`src/rtl/param_counter_if.sv`:
```
// -----------------------------------------------------------------------------
// param_counter_if
// Bundles the control and status signals of param_counter.
//   en       : count enable (0 holds the count)
//   up       : direction, 1 = increment, 0 = decrement
//   load     : synchronous parallel load request (wins over en)
//   load_val : value to load, clamped to MAX_VAL by the counter
//   out      : registered count
//   tc       : registered terminal-count / boundary event pulse
//   at_max   : combinational, out == MAX_VAL
//   at_min   : combinational, out == 0
// master drives the controls and observes status; slave is the counter side.
// -----------------------------------------------------------------------------
interface param_counter_if #(
  parameter int WIDTH = 3
) ();
  logic             en;
  logic             up;
  logic             load;
  logic [WIDTH-1:0] load_val;
  logic [WIDTH-1:0] out;
  logic             tc;
  logic             at_max;
  logic             at_min;

  modport master (
    output en, up, load, load_val,
    input  out, tc, at_max, at_min
  );

  modport slave (
    input  en, up, load, load_val,
    output out, tc, at_max, at_min
  );
endinterface

```
`src/rtl/param_counter.sv`:
```
// -----------------------------------------------------------------------------
// param_counter
// Parametrised modulo counter (0..MAX_VAL) with up/down direction, count
// enable, synchronous clamped parallel load, and wrap or saturate behaviour at
// the bounds. A registered tc pulse marks every edge that hit a bound, for
// chaining counters and timebase division.
// Parameters:
//   WIDTH    : counter width in bits (1..16)
//   MAX_VAL  : terminal count, 1 <= MAX_VAL <= 2^WIDTH-1
//   SATURATE : 0 = wrap at the bounds, 1 = hold at the bounds
// Ports:
//   clk   : system clock, rising edge active
//   reset : asynchronous active-low reset, clears out and tc
//   bus   : param_counter_if slave (en, up, load, load_val -> out, tc,
//           at_max, at_min)
// -----------------------------------------------------------------------------
module param_counter #(
  parameter int WIDTH    = 3,
  parameter int MAX_VAL  = 7,
  parameter bit SATURATE = 1'b0
) (
  input  logic           clk,
  input  logic           reset,
  param_counter_if.slave bus
);

  localparam logic [WIDTH-1:0] MAX_C = WIDTH'(MAX_VAL);
  localparam logic [WIDTH-1:0] ONE_C = WIDTH'(1);

  // Reject illegal configurations at elaboration.
  if (WIDTH < 1 || WIDTH > 16) begin : g_bad_width
    $error("param_counter: WIDTH must be in 1..16");
  end
  if (MAX_VAL < 1 || MAX_VAL > ((1 << WIDTH) - 1)) begin : g_bad_max
    $error("param_counter: MAX_VAL must be in 1..2^WIDTH-1");
  end

  logic [WIDTH-1:0] out_q, out_d;
  logic             tc_q,  tc_d;

  // Next-state: load beats enable, enable beats hold. The bound compares
  // happen before any +1/-1, so the register never over- or underflows.
  always_comb begin
    out_d = out_q;
    tc_d  = 1'b0;
    if (bus.load) begin
      out_d = (bus.load_val > MAX_C) ? MAX_C : bus.load_val;
    end else if (bus.en) begin
      if (bus.up) begin
        if (out_q == MAX_C) begin
          tc_d  = 1'b1;
          out_d = SATURATE ? out_q : '0;
        end else begin
          out_d = out_q + ONE_C;
        end
      end else begin
        if (out_q == '0) begin
          tc_d  = 1'b1;
          out_d = SATURATE ? out_q : MAX_C;
        end else begin
          out_d = out_q - ONE_C;
        end
      end
    end
  end

  always_ff @(posedge clk or negedge reset) begin
    if (!reset) begin
      out_q <= '0;
      tc_q  <= 1'b0;
    end else begin
      out_q <= out_d;
      tc_q  <= tc_d;
    end
  end

  assign bus.out    = out_q;
  assign bus.tc     = tc_q;
  assign bus.at_max = (out_q == MAX_C);
  assign bus.at_min = (out_q == '0);

endmodule

```
`src/flat_wrapper.sv`:
```
// flat-port wrapper written by rule: the top's interface ports become plain ports
module param_counter_flat 
#(
  parameter int WIDTH    = 3,
  parameter int MAX_VAL  = 7,
  parameter bit SATURATE = 1'b0
)
  (clk, reset, bus_en, bus_up, bus_load, bus_load_val, bus_out, bus_tc, bus_at_max, bus_at_min);
  param_counter_if #(.WIDTH(WIDTH)) bus_i ();
  input  logic clk;
  input  logic reset;
  input wire logic [$bits(bus_i.en)-1:0] bus_en;
  input wire logic [$bits(bus_i.up)-1:0] bus_up;
  input wire logic [$bits(bus_i.load)-1:0] bus_load;
  input wire logic [$bits(bus_i.load_val)-1:0] bus_load_val;
  output wire logic [$bits(bus_i.out)-1:0] bus_out;
  output wire logic [$bits(bus_i.tc)-1:0] bus_tc;
  output wire logic [$bits(bus_i.at_max)-1:0] bus_at_max;
  output wire logic [$bits(bus_i.at_min)-1:0] bus_at_min;
  assign bus_i.en = bus_en;
  assign bus_i.up = bus_up;
  assign bus_i.load = bus_load;
  assign bus_i.load_val = bus_load_val;
  assign bus_out = bus_i.out;
  assign bus_tc = bus_i.tc;
  assign bus_at_max = bus_i.at_max;
  assign bus_at_min = bus_i.at_min;
  param_counter #(.WIDTH(WIDTH), .MAX_VAL(MAX_VAL), .SATURATE(SATURATE)) u_core (.clk(clk), .reset(reset), .bus(bus_i));
endmodule
```
`config.mk`:
```
export PLATFORM = sky130hd
export DESIGN_NAME = param_counter_flat
export DESIGN_NICKNAME = d
export VERILOG_FILES = /design/src/rtl/param_counter_if.sv /design/src/rtl/param_counter.sv /design/src/flat_wrapper.sv
export SDC_FILE = /design/constraint.sdc
export NUM_CORES = 1
export LEC_CHECK = 0
export CORE_AREA = 8 8 45 47
export CTS_CLUSTER_DIAMETER = 100
export DETAILED_ROUTE_END_ITERATION = 16
export DIE_AREA = 0 0 53 55
export REMOVE_ABC_BUFFERS = 1
export SETUP_SLACK_MARGIN = 0.2
export SYNTH_ARGS = -nofsm -noshare
export SYNTH_HDL_FRONTEND = slang
export SYNTH_SLANG_ARGS = --single-unit
```
`constraint.sdc`:
```
create_clock -name clk -period 3.55 [get_ports clk]
set_input_delay 0.8875 -clock clk [delete_from_list [all_inputs] [get_ports clk]]
set_output_delay 0.8875 -clock clk [all_outputs]
set_load 0.005 [all_outputs]
```
; ---- Word level (Yosys, flattened, before mapping)
; Cells that the tools add are included.
[totals]
register_bits = 4
output_inout_bits = 6
elab_cells = 19
inputBits = 8
[classes]
n_eq_ne = 1
reduce_logical = 2
mux = 11
addsub = 2
order_cmp = 1
[ops]
columns = op, n
row1 = 3-bit 2-to-1 mux, 6
row2 = 1-bit 2-to-1 mux, 5
row3 = 3-bit by 1-bit adder with 3-bit output (second input constant), 1
row4 = 3-bit equality test (second input constant), 1
row5 = 3-bit greater-than comparator (second input constant), 1
row6 = 3-bit zero test, 1
row7 = 3-bit by 1-bit subtractor with 3-bit output (second input constant), 1
row8 = 2-bit nonzero test, 1

; ---- Longest topological paths before layout
; Gate-level depths: netlist of run 1.
[depth]
depth_word = 5
depth_mapped = 5
mapped_depth_nobuf = 5

; ---- Least setup slack after synthesis of run 1
; No wires, ideal clock.
[synth_path]
kind = register to output
startpoint = reg u_core.out_q[0] (netlist: u_core.bus.out[0])
endpoint = out bus_at_min
path_slack_ns = 1.840
arrival_time_ns = 0.822
path_stages_with_launch = 4
t_required_ns = 2.663
n_path_buf = 0
path_cell_list = dfrtp_1 -> inv_1 -> ha_1 -> nor2b_1
[synth_via]
elab_chain_len = 1
[synth_lines]
columns = element, line
row1 = from (decl), param_counter.sv:38  ; logic [WIDTH-1:0] out_q, out_d;
row2 = from (signal assigned), param_counter.sv:72  ; out_q <= out_d;
row3 = 3-bit zero test, param_counter.sv:80  ; assign bus.at_min = (out_q == '0);
row4 = to (decl), flat_wrapper.sv:19  ; output wire logic [$bits(bus_i.at_min)-1:0] bus_at_min;
; Every way passes these cells.

; ---- Worst setup path in the final report of run 1
; Ends and elaborated chain as after synthesis.

==> impl_metrics.tcl, run 1 <==
set metrics [dict create \
    die-area_um2 2915 \
    coreArea_um2 1384 \
    crit_path_max_fanout 4 \
    holdPathStages 2 \
    timing.fmax_mhz 394.4 \
    cts_resized 0 \
    r2r_cells 5 \
    wl_per_cell_um 11.51 \
    r2r_setup_slack_ps 2150 \
    period_share 0.7143 \
    area_growth_pct 60.00 \
    die_h_um 55 \
    critPathArrivalTime_ps 1650 \
    r2r_end "u_core.bus.out[2]$_DFFE_PN0P_" \
    ant_nets 0 \
    min_from "u_core.bus.out[1]$_DFFE_PN0P_" \
    path_delay_family "buffers and inverters" \
    power_leakage_nw 0.1980 \
    synth_top_area_share 0.3478 \
    tns_ps 0 \
    max_stage_delay_ps 520 \
    yosys-top-cells-area "dfrtp_1, ha_1, nor2b_1" \
    grt_pass1_vias 278 \
    min_period_ps 2536 \
    htreeDepth 1 \
    drc_errors 0 \
    drt-initial-drc-count 10 \
    ys_seq_area_frac 0.3478 \
    synthTopCellsByCount "dfrtp_1, ha_1, nor2b_1" \
    worst_pin_slew_ps 295.3 \
    drv_slew 0 \
    ys.flop_type "dfrtp_1" \
    cts_setup_buffers 0 \
    p_per_area_nw_per_um2 360.0 \
    rsz0062_at_grt "false" \
    antenna_found_initial 0 \
    synthDistinctLibCells 16 \
    path_clk_slew_ps 40 \
    start_util 0.2080 \
    dp_hpwl_um 622.7 \
    cts-buffers-inserted 3 \
    critPathSlowestCell "clkdlybuf4s50_1" \
    fp-row-count 14 \
    cap_viol_max_count 0 \
    path_buf_inv 2 \
    netlist_instances 33 \
    min_path_type "reg2reg" \
    via_per_inst 4.508 \
    setup.worst_path.end_class "output pin" \
    drt-pass1-iter-count 2 \
    detail_route.wirelength_um 748 \
    ctsHoldBuffers 0 \
    peakVddDrop_v 0.0001866 \
    ys_ff_latch 4 \
    status "completed" \
    clockBufferDepth 2 \
    grt_start_max_net_pins 8 \
    clk_latency_ps 230 \
    min_delay_worst_endpoint "u_core.bus.out[1]$_DFFE_PN0P_" \
    critPathRequiredTime_ps 2660 \
    synth_edf_count 0 \
    avgSynthCellArea_um2 8.720 \
    skew_ps 0.5188 \
    gp_congestion 0.8153 \
    final_hold_viol_count 0 \
    relSlewSlack 0.8027 \
    r2r-start "u_core.bus.out[0]$_DFFE_PN0P_" \
    diodes 0 \
    path_cells "inv_1, ha_1, nor2b_1, clkdlybuf4s50_1" \
    async_reset_ff_frac 1.000 \
    vias 293 \
    finalSetupViolCount 0 \
    final_nets 63 \
    portBuffers 13 \
    ys.warnings.count 0 \
    die_w_um 53 \
    grt-ovfl-total 0 \
    layout-drive-gt1-share 0.06122 \
    grt.total_usage 0.05413 \
    cts_tree "built" \
    clock-sinks 4 \
    grt_pass1_wl_um 1117 \
    fin_ws_ps 1014 \
    netlist_area_um2 287.8 \
    timing.setup.critical_path_class "reg2out" \
    synth_largest_area_cell "dfrtp_1" \
    worstSetupStartpointType "flip-flop" \
    cts-root-buf "clkbuf_4" \
    dp_slack_ps 1261 \
    io_pins 14 \
]
-- worst reg2reg max path, stage by stage, from the launching register on --
cell     delay [ps]
dfrtp_1         380
inv_1           100
ha_1            220
or3_1           370
a21oi_1         140
o21ai_1          70
-- stage by stage --
stage	cells	hold WS [ps]	power (mW)	instance area, um2	utilization
finish	65	632.6	0.1658	460.4	0.3327
global route	65	685.9	0.1789	460.4	0.3327
CTS	65	642.1	0.1698	460.4	0.3327
detailed placement	62	634.4	0.1108	437.9	0.3165
global placement	62	633.0	0.1106	437.9	0.3165
floorplan	33	591.9	0.08029	287.8	-
-- state kept, by name, indices dropped and copies added, names as in the netlist --
| name | flops |
|---|---|
| u_core.bus.tc | 1 |
| u_core.bus.out | 3 |
-- layout make-up --
cell class	instances	area (um2)
multi-input cells	26	176.4
well taps	16	20.02
inverters	3	11.26
clock buffers	3	22.52
repair buffers	13	130.1
fillers	159	923.4
flip-flops and latches	4	100.1
-- where the power goes --
part	internal (mW)	leakage [nW]	switching, mW
combinational	0.0317	0.134	0.0218
sequential	0.0505	0.0499	0.00548
clock	0.0378	0.0138	0.0184
total	0.120	0.198	0.0457
-- cells by family (layout without fill, tap and decap cells) --
logic type / count (synthesis) / after routing / synth area share
compound gates: 9 / 9 / 0.1913
simple gates: 13 / 13 / 0.2478
fa+ha+maj: 4 / 4 / 0.1739
flops: 4 / 4 / 0.3478
buf+inv: 3 / 19 / 0.03913
-- per-layer routing --
layer / vias to the layer above / part of all wire / GRT usage
li1: 149 / - / -
met3: 0 / 0.076 / 0.04278
met2: 14 / 0.50 / 0.08594
met1: 130 / 0.43 / 0.05023
met5: - / 0 / 0
met4: 0 / 0 / 0.02586
-- how the worst max path moves through the flow --
stage | from | end | slack [ps] | depth (start not counted)
6_report | u_core.bus.out[0]$_DFFE_PN0P_ | bus_at_min | 1010 | 4
5_1_grt | u_core.bus.out[0]$_DFFE_PN0P_ | bus_at_min | 950 | 4
4_1_cts | u_core.bus.out[0]$_DFFE_PN0P_ | bus_at_min | 1000 | 4
3_5_place_dp | u_core.bus.out[0]$_DFFE_PN0P_ | bus_at_min | 1260 | 4
3_3_place_gp | u_core.bus.out[0]$_DFFE_PN0P_ | bus_at_min | 1300 | 4
2_1_floorplan | u_core.bus.out[0]$_DFFE_PN0P_ | bus_at_min | 1840 | 3
-- cells in the final DEF (no fill, tap or decap), drive strengths merged, types with 2 or more instances in the layout --
| master | instances |
|---|---|
| inv | 3 |
| nand2 | 3 |
| nor2b | 4 |
| o21ai | 3 |
| a21oi | 3 |
| dfrtp | 4 |
| clkbuf | 3 |
| or3 | 2 |
| ha | 4 |
| clkdlybuf4s50 | 13 |
No activity file was read; power rests on OpenSTA's default activity.
==> run 2, diff against run 1 <==
- clock period: 3.55 -> 2.05 ns (I/O delays scaled with it)
==> impl_metrics.tcl, run 2 (same netlist as run 1, synthesis figures left out) <==
set metrics [dict create \
    fin_ws_ps 239.8 \
    fillers 156 \
    cap_viol_max_count 0 \
    fin_cells 66 \
    swShare 0.2784 \
    dp_hpwl_um 620 \
    utilization 0.3454 \
    drc_errors 0 \
    cts-root-buf "clkbuf_4" \
    largest_register_ffs 3 \
    area_growth_pct 66.09 \
    min_period_ps 1810 \
    final_hold_viol_count 0 \
    total_power_mw 0.2932 \
    drv_slew 0 \
    peakVddDrop_v 0.0003249 \
    critPathRequiredTime_ps 1540 \
    worst_pin_slew_ps 259.6 \
    multi_input_area_um2 186.4 \
    min_path_type "in2async" \
    io_pins 14 \
    drt-pass1-iter-count 2 \
    mostFrequentLayoutCells "clkdlybuf4s50_1, dfrtp_1" \
    skew_ps 0.5129 \
    whs_ps 490.4 \
    clock-sinks 4 \
    die_w_um 53 \
    cp-startpoint "u_core.bus.out[0]$_DFFE_PN0P_" \
    status "completed" \
    ant_nets 0 \
    clockBufferDepth 2 \
    combPwrFrac 0.334 \
    power_switching_mw 0.08162 \
    timing.fmax_mhz 552.4 \
    coreArea_um2 1384 \
    final_common_cell "clkdlybuf4s50_1" \
    grt_start_max_net_pins 8 \
    cts_tree "built" \
    crit_path_max_fanout 4 \
    grt-ovfl-total 0 \
    critPathSlowestCell "dfrtp_1" \
    diodes 0 \
    path_cells "inv_2, ha_2, nor2b_2, clkdlybuf4s15_1" \
    layout-drive-gt1-share 0.1800 \
    p_per_area_nw_per_um2 613.4 \
    start_util 0.2080 \
    placed_cell_area_um2 437.9 \
    die-area_um2 2915 \
    gp_congestion 0.8151 \
    r2r_cells 5 \
    via_per_inst 4.500 \
    wl_per_cell_um 11.44 \
    fin_area_um2 478.0 \
    dp_slack_ps 137.8 \
    grt.total_usage 0.05577 \
    final_nets 64 \
    regArea_um2 100.1 \
    pwr-share-seq 0.335 \
    power.internal_mw 0.2116 \
    path_clk_slew_ps 40 \
    grt_pass1_wl_um 1166 \
    worstSetupStartpointType "flip-flop" \
    r2r-start "u_core.bus.out[0]$_DFFE_PN0P_" \
    fp-row-count 14 \
    r2r_setup_slack_ps 690 \
    rsz0062_at_grt "true" \
    critPathArrivalTime_ps 1300 \
    setup.worst_path.end_class "output pin" \
    htreeDepth 1 \
    drt-initial-drc-count 2 \
    max_stage_delay_ps 410 \
    period_share 0.8830 \
    antenna_found_initial 0 \
    cts-buffers-inserted 3 \
    ctsHoldBuffers 0 \
    clk_latency_ps 230 \
    portBuffers 13 \
    tns_ps 0 \
    finalSetupViolCount 0 \
    vias 297 \
    dpl.cell_count 62 \
    die_h_um 55 \
    detail_route.wirelength_um 755 \
    power_leakage_nw 0.1992 \
    p_clk_frac 0.332 \
    relSlewSlack 0.8266 \
    grt_pass1_vias 302 \
    timing.setup.critical_path_class "reg2out" \
]
==> run 2: changes by cell type in the layout (fill, tap and decap cells not counted) <==
cell,delta
inv_2,+1
nor2b_1,-1
inv_1,-1
ha_1,-3
clkdlybuf4s50_1,-2
clkdlybuf4s15_1,+2
ha_2,+3
nor2b_2,+1
buf_4,+1
==> run 2: repair_timing <==
item | in CTS | in global routing
pin swaps | 0 | 0
setup endpoints to repair | 2 | 2
setup buffers | 0 | 1
resized for setup | 7 | 2
==> run 2: cell type report <==
class	count	area share
tap	16	0.04188
sequential	4	0.2094
timing repair buffer	14	0.2880
inverter	3	0.02356
clock buffer	3	0.04712
multi-input combinational	26	0.3901
==> run 2: worst paths after layout <==
path	to
worst max-delay path	bus_at_min
worst min-delay path	u_core.bus.out[1]$_DFFE_PN0P_
worst max register to register	u_core.bus.out[2]$_DFFE_PN0P_
worst min register to register	u_core.bus.out[1]$_DFFE_PN0P_
max in group asynchronous	u_core.bus.out[2]$_DFFE_PN0P_
min in group clk	u_core.bus.out[1]$_DFFE_PN0P_
==> run 2: power groups by stage <==
stage	clock network [mW]	logic (mW)	registers (mW)
finish	0.0972	0.0978	0.0981
global route	0.110	0.107	0.100
CTS	0.103	0.0935	0.0985
detailed placement	0	0.0934	0.0983
global placement	0	0.0936	0.0979
floorplan	0	0.0419	0.0972
==> run 2: metal layers <==
metal | track usage | vias to the layer above | share of wire
li1 | - | 152 | -
met1 | 0.05175 | 133 | 0.42
met2 | 0.08984 | 12 | 0.51
met3 | 0.04278 | 0 | 0.064
met4 | 0.02586 | 0 | 0
met5 | 0 | - | 0
==> run 2: worst max-delay path: cells and delay by family, from the launching register on <==
family / cells / cell delay (ps)
fa+ha+maj: 1 / 190
buf+inv: 2 / 310
flops: 1 / 410
simple gates: 1 / 150
